### src/rtl/mult_seq_pkg.sv
// Shared types and helpers for the picoMIPS multiply sequencer.
package pico_mult_pkg;

  localparam int MULT_WIDTH = 8;

  typedef enum logic [1:0] {
    IDLE = 2'd0,
    RUN  = 2'd1,
    DONE = 2'd2
  } mult_state_t;

  // Two's-complement negate when neg is set; callers zero-extend into and
  // slice out of the 32-bit container, which keeps the helper width-agnostic.
  function automatic logic [31:0] neg_cond(input logic neg, input logic [31:0] v);
    return neg ? (~v + 32'd1) : v;
  endfunction

endpackage

### src/rtl/mult_seq_if.sv
// Decoder/RAM-facing handshake of the multiply sequencer.
import pico_mult_pkg::*;

interface mult_seq_if #(parameter int WIDTH = MULT_WIDTH);
  logic             start;
  logic [WIDTH-1:0] a;
  logic [WIDTH-1:0] b;
  logic             stall;
  logic             busy;
  logic             done;
  logic             nw;
  logic [WIDTH-1:0] result;

  modport master (output start, a, b, input stall, busy, done, nw, result);
  modport slave  (input start, a, b, output stall, busy, done, nw, result);
endinterface

### src/rtl/mult_seq_datapath.sv
// Operand magnitude capture, shift-add accumulator and iteration down-counter.
import pico_mult_pkg::*;

module mult_datapath #(
  parameter int WIDTH = MULT_WIDTH
) (
  input  logic               clk_sys,
  input  logic               rst_b,
  input  logic               load,
  input  logic               step,
  input  logic [WIDTH-1:0]   a,
  input  logic [WIDTH-1:0]   b,
  output logic [2*WIDTH-1:0] acc_nxt,
  output logic               sign,
  output logic               last
);

  localparam int CNT_W = (WIDTH > 1) ? $clog2(WIDTH) : 1;

  logic [2*WIDTH-1:0] mcand;
  logic [2*WIDTH-1:0] acc;
  logic [WIDTH-1:0]   mplier;
  logic [CNT_W-1:0]   cnt;
  logic [31:0]        a_w;
  logic [31:0]        b_w;
  logic [WIDTH-1:0]   a_mag;
  logic [WIDTH-1:0]   b_mag;
  logic               unused_bits;

  // Magnitude of the most negative value is kept as the unsigned 2^(WIDTH-1).
  assign a_w   = neg_cond(a[WIDTH-1], {{(32-WIDTH){1'b0}}, a});
  assign b_w   = neg_cond(b[WIDTH-1], {{(32-WIDTH){1'b0}}, b});
  assign a_mag = a_w[WIDTH-1:0];
  assign b_mag = b_w[WIDTH-1:0];
  assign unused_bits = ^{a_w[31:WIDTH], b_w[31:WIDTH]};

  assign acc_nxt = mplier[0] ? (acc + mcand) : acc;
  assign last    = (cnt == '0);

  always_ff @(posedge clk_sys or negedge rst_b) begin
    if (!rst_b) begin
      mcand  <= '0;
      acc    <= '0;
      mplier <= '0;
      cnt    <= '0;
      sign   <= 1'b0;
    end else if (load) begin
      mcand  <= {{WIDTH{1'b0}}, a_mag};
      mplier <= b_mag;
      acc    <= '0;
      cnt    <= CNT_W'(WIDTH-1);
      sign   <= a[WIDTH-1] ^ b[WIDTH-1];
    end else if (step) begin
      acc    <= acc_nxt;
      mcand  <= mcand << 1;
      mplier <= mplier >> 1;
      cnt    <= cnt - 1'b1;
    end
  end

endmodule

### src/rtl/mult_seq.sv
// Multi-cycle signed multiply sequencer: FSM, stall/strobe decode, result format.
// Build option: MULT_SEQ_SAT_EN saturates out-of-range Q1.7 results.
//
// state | meaning
// IDLE  | waiting for start; operands captured on the accepting edge
// RUN   | WIDTH shift-add iterations, PC stalled
// DONE  | result valid, done pulse and nw write strobe low
import pico_mult_pkg::*;

module mult_seq #(
  parameter int WIDTH = MULT_WIDTH,
  parameter int FRAC  = 1
) (
  input  logic     Clock,
  input  logic     nReset,
  mult_seq_if.slave bus
);

  mult_state_t state, state_nxt;

  logic               load;
  logic               step;
  logic               sign;
  logic               last;
  logic [2*WIDTH-1:0] acc_nxt;
  logic [31:0]        prod_w;
  logic [2*WIDTH-1:0] prod;
  logic [WIDTH-1:0]   result_fmt;
  logic [WIDTH-1:0]   result_q;
  logic               unused_bits;

  mult_datapath #(.WIDTH(WIDTH)) u_datapath (
    .clk_sys (Clock),
    .rst_b   (nReset),
    .load    (load),
    .step    (step),
    .a       (bus.a),
    .b       (bus.b),
    .acc_nxt (acc_nxt),
    .sign    (sign),
    .last    (last)
  );

  always_ff @(posedge Clock or negedge nReset) begin
    if (!nReset) begin
      state <= IDLE;
    end else begin
      state <= state_nxt;
    end
  end

  always_comb begin
    state_nxt = state;
    load      = 1'b0;
    step      = 1'b0;
    case (state)
      IDLE: begin
        if (bus.start) begin
          load      = 1'b1;
          state_nxt = RUN;
        end
      end
      RUN: begin
        step = 1'b1;
        if (last) state_nxt = DONE;
      end
      DONE:    state_nxt = IDLE;
      default: state_nxt = IDLE;
    endcase
  end

  // The result is formatted from the final iteration's sum so it is already
  // registered and valid while done/nw are asserted.
  assign prod_w = neg_cond(sign, {{(32-2*WIDTH){1'b0}}, acc_nxt});
  assign prod   = prod_w[2*WIDTH-1:0];
  assign unused_bits = ^{prod_w[31:2*WIDTH], prod[2*WIDTH-1]};

  always_comb begin
    result_fmt = prod[WIDTH-1:0];
    if (FRAC != 0) begin
      result_fmt = prod[2*WIDTH-2:WIDTH-1];
`ifdef MULT_SEQ_SAT_EN
      if (prod[2*WIDTH-1:WIDTH-1] != {(WIDTH+1){prod[2*WIDTH-1]}}) begin
        result_fmt = prod[2*WIDTH-1] ? {1'b1, {(WIDTH-1){1'b0}}}
                                     : {1'b0, {(WIDTH-1){1'b1}}};
      end
`else
`endif
    end
  end

  always_ff @(posedge Clock or negedge nReset) begin
    if (!nReset) begin
      result_q <= '0;
    end else if (state == RUN && last) begin
      result_q <= result_fmt;
    end
  end

  assign bus.stall  = (state == IDLE && bus.start) || (state == RUN);
  assign bus.busy   = (state == RUN);
  assign bus.done   = (state == DONE);
  assign bus.nw     = (state != DONE);
  assign bus.result = result_q;

endmodule

### src/flat_wrapper.sv
// flat-port wrapper written by rule: the top's interface ports become plain ports
module mult_seq_flat 
#(
  parameter int WIDTH = MULT_WIDTH,
  parameter int FRAC  = 1
)
  (Clock, nReset, bus_start, bus_a, bus_b, bus_stall, bus_busy, bus_done, bus_nw, bus_result);
  mult_seq_if #(.WIDTH(WIDTH)) bus_i ();
  input  logic Clock;
  input  logic nReset;
  input wire logic [$bits(bus_i.start)-1:0] bus_start;
  input wire logic [$bits(bus_i.a)-1:0] bus_a;
  input wire logic [$bits(bus_i.b)-1:0] bus_b;
  output wire logic [$bits(bus_i.stall)-1:0] bus_stall;
  output wire logic [$bits(bus_i.busy)-1:0] bus_busy;
  output wire logic [$bits(bus_i.done)-1:0] bus_done;
  output wire logic [$bits(bus_i.nw)-1:0] bus_nw;
  output wire logic [$bits(bus_i.result)-1:0] bus_result;
  assign bus_i.start = bus_start;
  assign bus_i.a = bus_a;
  assign bus_i.b = bus_b;
  assign bus_stall = bus_i.stall;
  assign bus_busy = bus_i.busy;
  assign bus_done = bus_i.done;
  assign bus_nw = bus_i.nw;
  assign bus_result = bus_i.result;
  mult_seq #(.WIDTH(WIDTH), .FRAC(FRAC)) u_core (.Clock(Clock), .nReset(nReset), .bus(bus_i));
endmodule
### config.mk
export PLATFORM = sky130hd
export DESIGN_NAME = mult_seq_flat
export DESIGN_NICKNAME = d
export VERILOG_FILES = /design/src/rtl/mult_seq_pkg.sv /design/src/rtl/mult_seq_if.sv /design/src/rtl/mult_seq_datapath.sv /design/src/rtl/mult_seq.sv /design/src/flat_wrapper.sv
export SDC_FILE = /design/constraint.sdc
export NUM_CORES = 1
export LEC_CHECK = 0
export BUFFER_PORTS_ARGS = -buffer_cell sky130_fd_sc_hd__buf_4
export CAP_MARGIN = 25
export CORE_MARGIN = 1
export CORE_UTILIZATION = 54
export DETAILED_ROUTE_END_ITERATION = 6
export PLACE_DENSITY = 0.78
export SLEW_MARGIN = 10
export SYNTH_ARGS = -nofsm -noshare
export SYNTH_HDL_FRONTEND = slang
export SYNTH_SLANG_ARGS = --single-unit
### constraint.sdc
create_clock -name Clock -period 3.27 [get_ports Clock]
set_input_delay 0 -clock Clock [delete_from_list [all_inputs] [get_ports Clock]]
set_output_delay 0 -clock Clock [all_outputs]
set_load 0.005 [all_outputs]
-- Yosys cells after proc, flatten, opt, wreduce, memory -nomap -nowiden
Index checks and enable logic that the tools add are counted.
- word-level logic and storage cells: 46
- input bits: 19
- register bits after elaboration: 54
- output and inout port bits: 12
- mux-type cells: 18
- eq/ne operators: 5
- add/subtract/negate cells: 5
- bitwise operators: 4
- reductions and logical operators: 7
- operators with widths (kind ; number):
    16-bit two-way mux ; 5
    8-bit two-way mux ; 4
    16-bit adder ; 1
    8-bit by 1-bit adder with 8-bit output (second input constant) ; 2
    8-bit NOT ; 2
    15-bit by 1-bit adder with 15-bit output (second input constant) ; 1
    15-bit two-way mux ; 1
    15-bit NOT ; 1
    3-bit two-way mux ; 2
    2-bit two-way mux ; 2
    2-bit inequality test (second input constant) ; 2
    2-bit one-hot mux with 2 select lines ; 1
    3-bit zero test ; 1
    1-bit two-way mux ; 3
    3-bit by 1-bit subtractor with 3-bit output (second input constant) ; 1
    2-bit by 1-bit equality test with 1-bit output (second input constant) ; 1
    2-bit equality test (second input constant) ; 1
    1-bit logical AND ; 2
    2-bit zero test ; 1
    2-bit by 1-bit inequality test with 1-bit output (second input constant) ; 1
    2-bit AND reduction ; 1
    2-bit nonzero test ; 1
    1-bit logical OR ; 1
    1-bit XOR ; 1

-- Longest topological paths before layout
- word-level depth: 5
- gate-level depth with buffers: 10
- mapped depth without buffers: 10

-- Hierarchy
A second synthesis with hierarchy kept.
- cell total of the unflattened synthesis: 418
- area total of the unflattened synthesis: 3811.2 µm²
- modules (own cells, without submodules) (module ; sequential area each (µm²) ; instances ; area an instance (µm²) ; cells an instance):
    mult_datapath ; 1101.1 ; 1 ; 3216.8 ; 352
    mult_seq ; 250.2 ; 1 ; 594.3 ; 66

-- Worst setup path before layout
OpenSTA, ideal clock, no wires.
- kind: flip-flop to flip-flop
- from: reg u_core.u_datapath.mcand[0]
- to: reg u_core.result_q[7], in the netlist u_core.bus.result[7]
- library setup time: 0.069 ns
- buffers on the path: 0
- cell stages (with the launch flop): 11
- clock period less this slack: 3.056 ns
- setup slack: 0.214 ns
- data arrival time: 2.988 ns
- data required time: 3.201 ns
- cell sequence: dfrtp_1 ha_1 fa_1 a21o_1 a221o_2 a221o_1 a21oi_2 xnor2_1 mux2_4 or4_1 nand3_1
- cells in the longest elaborated chain, start to end: 5
- ends and longest elaborated chain (what ; line ; RTL):
    from (decl) ; mult_seq_datapath.sv:20 ; logic [2*WIDTH-1:0] mcand;
    from (signal assigned) ; mult_seq_datapath.sv:48 ; mcand <= {{WIDTH{1'b0}}, a_mag};
    from (signal assigned) ; mult_seq_datapath.sv:55 ; mcand <= mcand << 1;
    16-bit adder * ; mult_seq_datapath.sv:37 ; assign acc_nxt = mplier[0] ? (acc + mcand) : acc;
    16-bit two-way mux * ; mult_seq_datapath.sv:37 ;
    15-bit NOT ; mult_seq_pkg.sv:15 ; return neg ? (~v + 32'd1) : v;
    15-bit by 1-bit adder with 15-bit output ; mult_seq_pkg.sv:15 ;
    15-bit two-way mux * ; mult_seq_pkg.sv:15 ;
    to (signal assigned) ; mult_seq.sv:96 ; result_q <= result_fmt;
    to (decl) ; mult_seq.sv:29 ; logic [WIDTH-1:0] result_q;
Every way passes the cells marked *; elsewhere a longest branch is shown, timed or not.
A chain may end at the register's enable or synchronous reset.

-- Worst setup path in the final report
- from: reg u_core.u_datapath.acc[0]
- to: reg u_core.result_q[7], in the netlist u_core.bus.result[7]
- cells in the longest elaborated chain, start to end: 5
- ends and longest elaborated chain (what ; line ; RTL):
    from (decl) ; mult_seq_datapath.sv:21 ; logic [2*WIDTH-1:0] acc;
    from (signal assigned) ; mult_seq_datapath.sv:54 ; acc <= acc_nxt;
    16-bit adder ; mult_seq_datapath.sv:37 ;
    16-bit two-way mux * ; mult_seq_datapath.sv:37 ;
    15-bit NOT ; mult_seq_pkg.sv:15 ;
    15-bit by 1-bit adder with 15-bit output ; mult_seq_pkg.sv:15 ;
    15-bit two-way mux * ; mult_seq_pkg.sv:15 ;
Marked as above.

==> flow_summary.yaml <==
clock_network:
  ctsHtreeMaxLevel: 2
  cts_buffers: 5
  clock_latency_ns: 0.31
  clk_pin_slew_ns: 0.10
  clock_tree.root_cell: "clkbuf_8"
  cts_tree: "done"
  clockBufferDepth: 2
  cts_sinks: 52
final_layout:
  drive_gt1_share_pct: 12.5
  fin_nets: 462
  finish.utilization_pct: 64.6
  final_common_cell: "nand2_1"
  num_antenna_cells: 0
  final_cell_mix: "nand2_1, dfrtp_1, buf_4"
  multi_input_area_sq_um: 1990
  fin_cells: 500
  stdcell_area_sq_um: 3870
  area.growth.synth_to_final_pct: 14.3
  seqCellArea_sq_um: 1300
  fillCellCount: 487
worst_setup_path:
  required_ns: 3.52
  cp_slowest_stage_delay_ns: 0.54
  path_max_fanout: 7
  cp_top_family: "compound AO/OA/AOI/OAI gates"
  worst-setup-path-type: "register to register"
  crit_arrival_ns: 3.42
  path_cells: "ha_2 -> fa_2 -> a21o_1 -> a221o_2 -> a221o_1 -> a21oi_2 -> xnor2_1 -> mux2_4 -> or4_1 -> nand3_1"
  cp_slowest_cell: "or4_1"
  cp-end-kind: "register"
  critPathLaunchType: "register"
  worst-path-buf-inv: 0
logic_synthesis:
  ys_seq_area_share_pct: 38.4
  ys_ff_latch: 52
  syn_avg_cell_area_sq_um: 8.68
  synth_edf_count: 0
  postSynthNetCount: 428
  netlist_instances: 390
  yosysWarnings: 0
  syn_area_sq_um: 3390
  async_flop_share_pct: 100
  synthFlopType: "dfrtp_1"
  synthDistinctLibCells: 51
route:
  via_count: 3036
  dr_wl_met3_um: 442
  top_layer_used: "met4"
  dr.pass1.iters: 4
  drtAntennaViolNets: 0
  drt-initial-drc-count: 354
  wl_per_cell_um: 15.7
  route.detailed.drc: 0
  wl_met2_um: 3590
  wirelength_met1_um: 3660
  routed_wl_um: 7860
  viasPerCell: 6.07
floorplan:
  initial_core_util_pct: 56.5
  row_count: 28
  die_h_um: 81.2
  coreArea_sq_um: 5990
  die_area_sq_um: 6590
  die_width_um: 81.2
  io_pins: 31
timing:
  hold_viol: 0
  slew_headroom_pct: 34.0
  max_slew.worst_pin.slew_ns: 0.986
  skew_ns: 0.00932
  layout_min_cycle_time_ns: 3.17
  period_share_pct: 96.8
  finalSetupTns_ns: 0
  rsz0062_at_grt: "no"
  achievable-frequency_mhz: 316
  setup_viol: 0
  drv_slew: 0
global_route:
  grt_usage_pct: 26.0
  grt_pass1_wl_um: 13100
  grt_pass1_vias: 2774
  antenna_found_initial: 0
  grt_overflow: 0
  grt_start_max_net_pins: 53
pwr:
  cellLeakagePower_nw: 1.83
  p_total_mw: 3.97
  powerDensity_nw_per_um2: 1030
  ir_drop_mv: 0.540
place:
  post_dp_cell_area_sq_um: 3690
  routabilityCongestion: 0.861
  hpwl_um: 5640
  io_buffers: 30
  dp_cells: 484
run:
  cap_violations: 0
worst_hold_path:
  worstHoldPathType: "input port to register"
outcome:
  outcome: "finished clean"
-- stage by stage --
stage / setup WS [ns] / hold WS [ns]
3_5_place_dp: 0.0137 / 0.0725
5_1_grt: 0.00766 / 0.000769
6_report: 0.105 / 0.0140
4_1_cts: 0.0220 / 0.00110
3_3_place_gp: 0.0921 / 0.0731
2_1_floorplan: 0.214 / -0.296
-- worst paths after layout --
check / end / start / slack (ns) / cells after the start
setup / recovery: u_core.bus.result[7] / u_core.u_datapath.acc[0] / 0.10 / 10
hold / removal: u_core.u_datapath.mcand[0] / bus_a[0] / 0.01 / 3
hold reg to reg: u_core.bus.result[2] / u_core.bus.result[2] / 0.49 / 2
setup reg to reg: u_core.bus.result[7] / u_core.u_datapath.acc[0] / 0.10 / 10
min in group asynchronous: u_core.u_datapath.acc[2] / nReset / 0.24 / 2
max in group asynchronous: u_core.u_datapath.mplier[1] / nReset / 2.59 / 2
-- flip-flops by register name, indices dropped and copies added, names as in the netlist --
signal / count
u_core.u_datapath.mplier: 8
u_core.u_datapath.acc: 15
u_core.u_datapath.cnt: 3
u_core.bus.result: 8
u_core.state: 2
u_core.u_datapath.sign: 1
u_core.u_datapath.mcand: 15
-- per-layer routing --
layer  global-route usage, %  up-vias
met5                       0        -
met3                    3.48       18
met2                    41.3      111
met4                    10.2        0
met1                    35.9     1424
li1                        -     1483
-- cell type report --
class / count / area share, %
clock inverter: 2 / 0.356
sequential: 52 / 33.6
clock buffer: 6 / 2.13
inverter: 12 / 1.16
tap: 75 / 2.42
timing repair buffer: 44 / 8.92
multi-input combinational: 309 / 51.4
-- kinds of logic (layout without fill, tap and decap cells) --
family          count (synthesis)  count (layout)  share of synthesized area, %
fa+ha+maj                      19              19                          7.24
flops                          52              52                          38.4
mux                             6               6                          1.92
simple gates                  147             147                          20.2
xor+xnor                       23              23                          5.95
buf+inv                        29              64                          3.21
compound gates                114             114                          23.1
-- cells in the mapped netlist (3+ instances only) --
library cell  instances  area share, %
a211oi_1              4           0.89
a21o_1                8            1.8
a21oi_1              10            1.5
a221o_1               5            1.5
a22o_1                8            2.1
a22oi_1               3           0.67
a31oi_1              15            2.8
and2_1                5           0.92
and3_1                5           0.92
clkbuf_1             15            1.7
dfrtp_1              52             38
ha_1                 18            6.7
inv_1                11            1.2
mux2i_1               5            1.5
nand2_1              66            7.3
nand2b_1              6            1.1
nand3_1               8            1.2
nand3b_1              3           0.67
nor2_1               30            3.3
nor2b_1               3           0.55
nor3_1                4           0.59
o211ai_1              8            1.8
o21ai_0              32            4.7
o31ai_1               4           0.89
or3_1                 6            1.1
xnor2_1              16            4.1
xor2_1                7            1.8
-- timing repair --
item | in CTS | in global routing
hold buffers | 6 | 0
buffers inserted | 0 | 2
hold endpoints to repair | 56 | 0
pin swaps | 1 | 2
resized for setup | 1 | 4
setup endpoints to repair | 1 | 1
-- report_power, final --
part,leakage [nW],internal (mW),switching [mW]
clock network,0.0516,0.174,0.227
registers,0.656,0.928,0.230
logic,1.12,1.01,1.41
-- worst min-delay path: cells and delay by family --
family	cells	cell delay, ns
buffers and inverters	2	0.14
AOI/OAI and AO/OA	1	0.15
(Power assumes the default switching activity.)
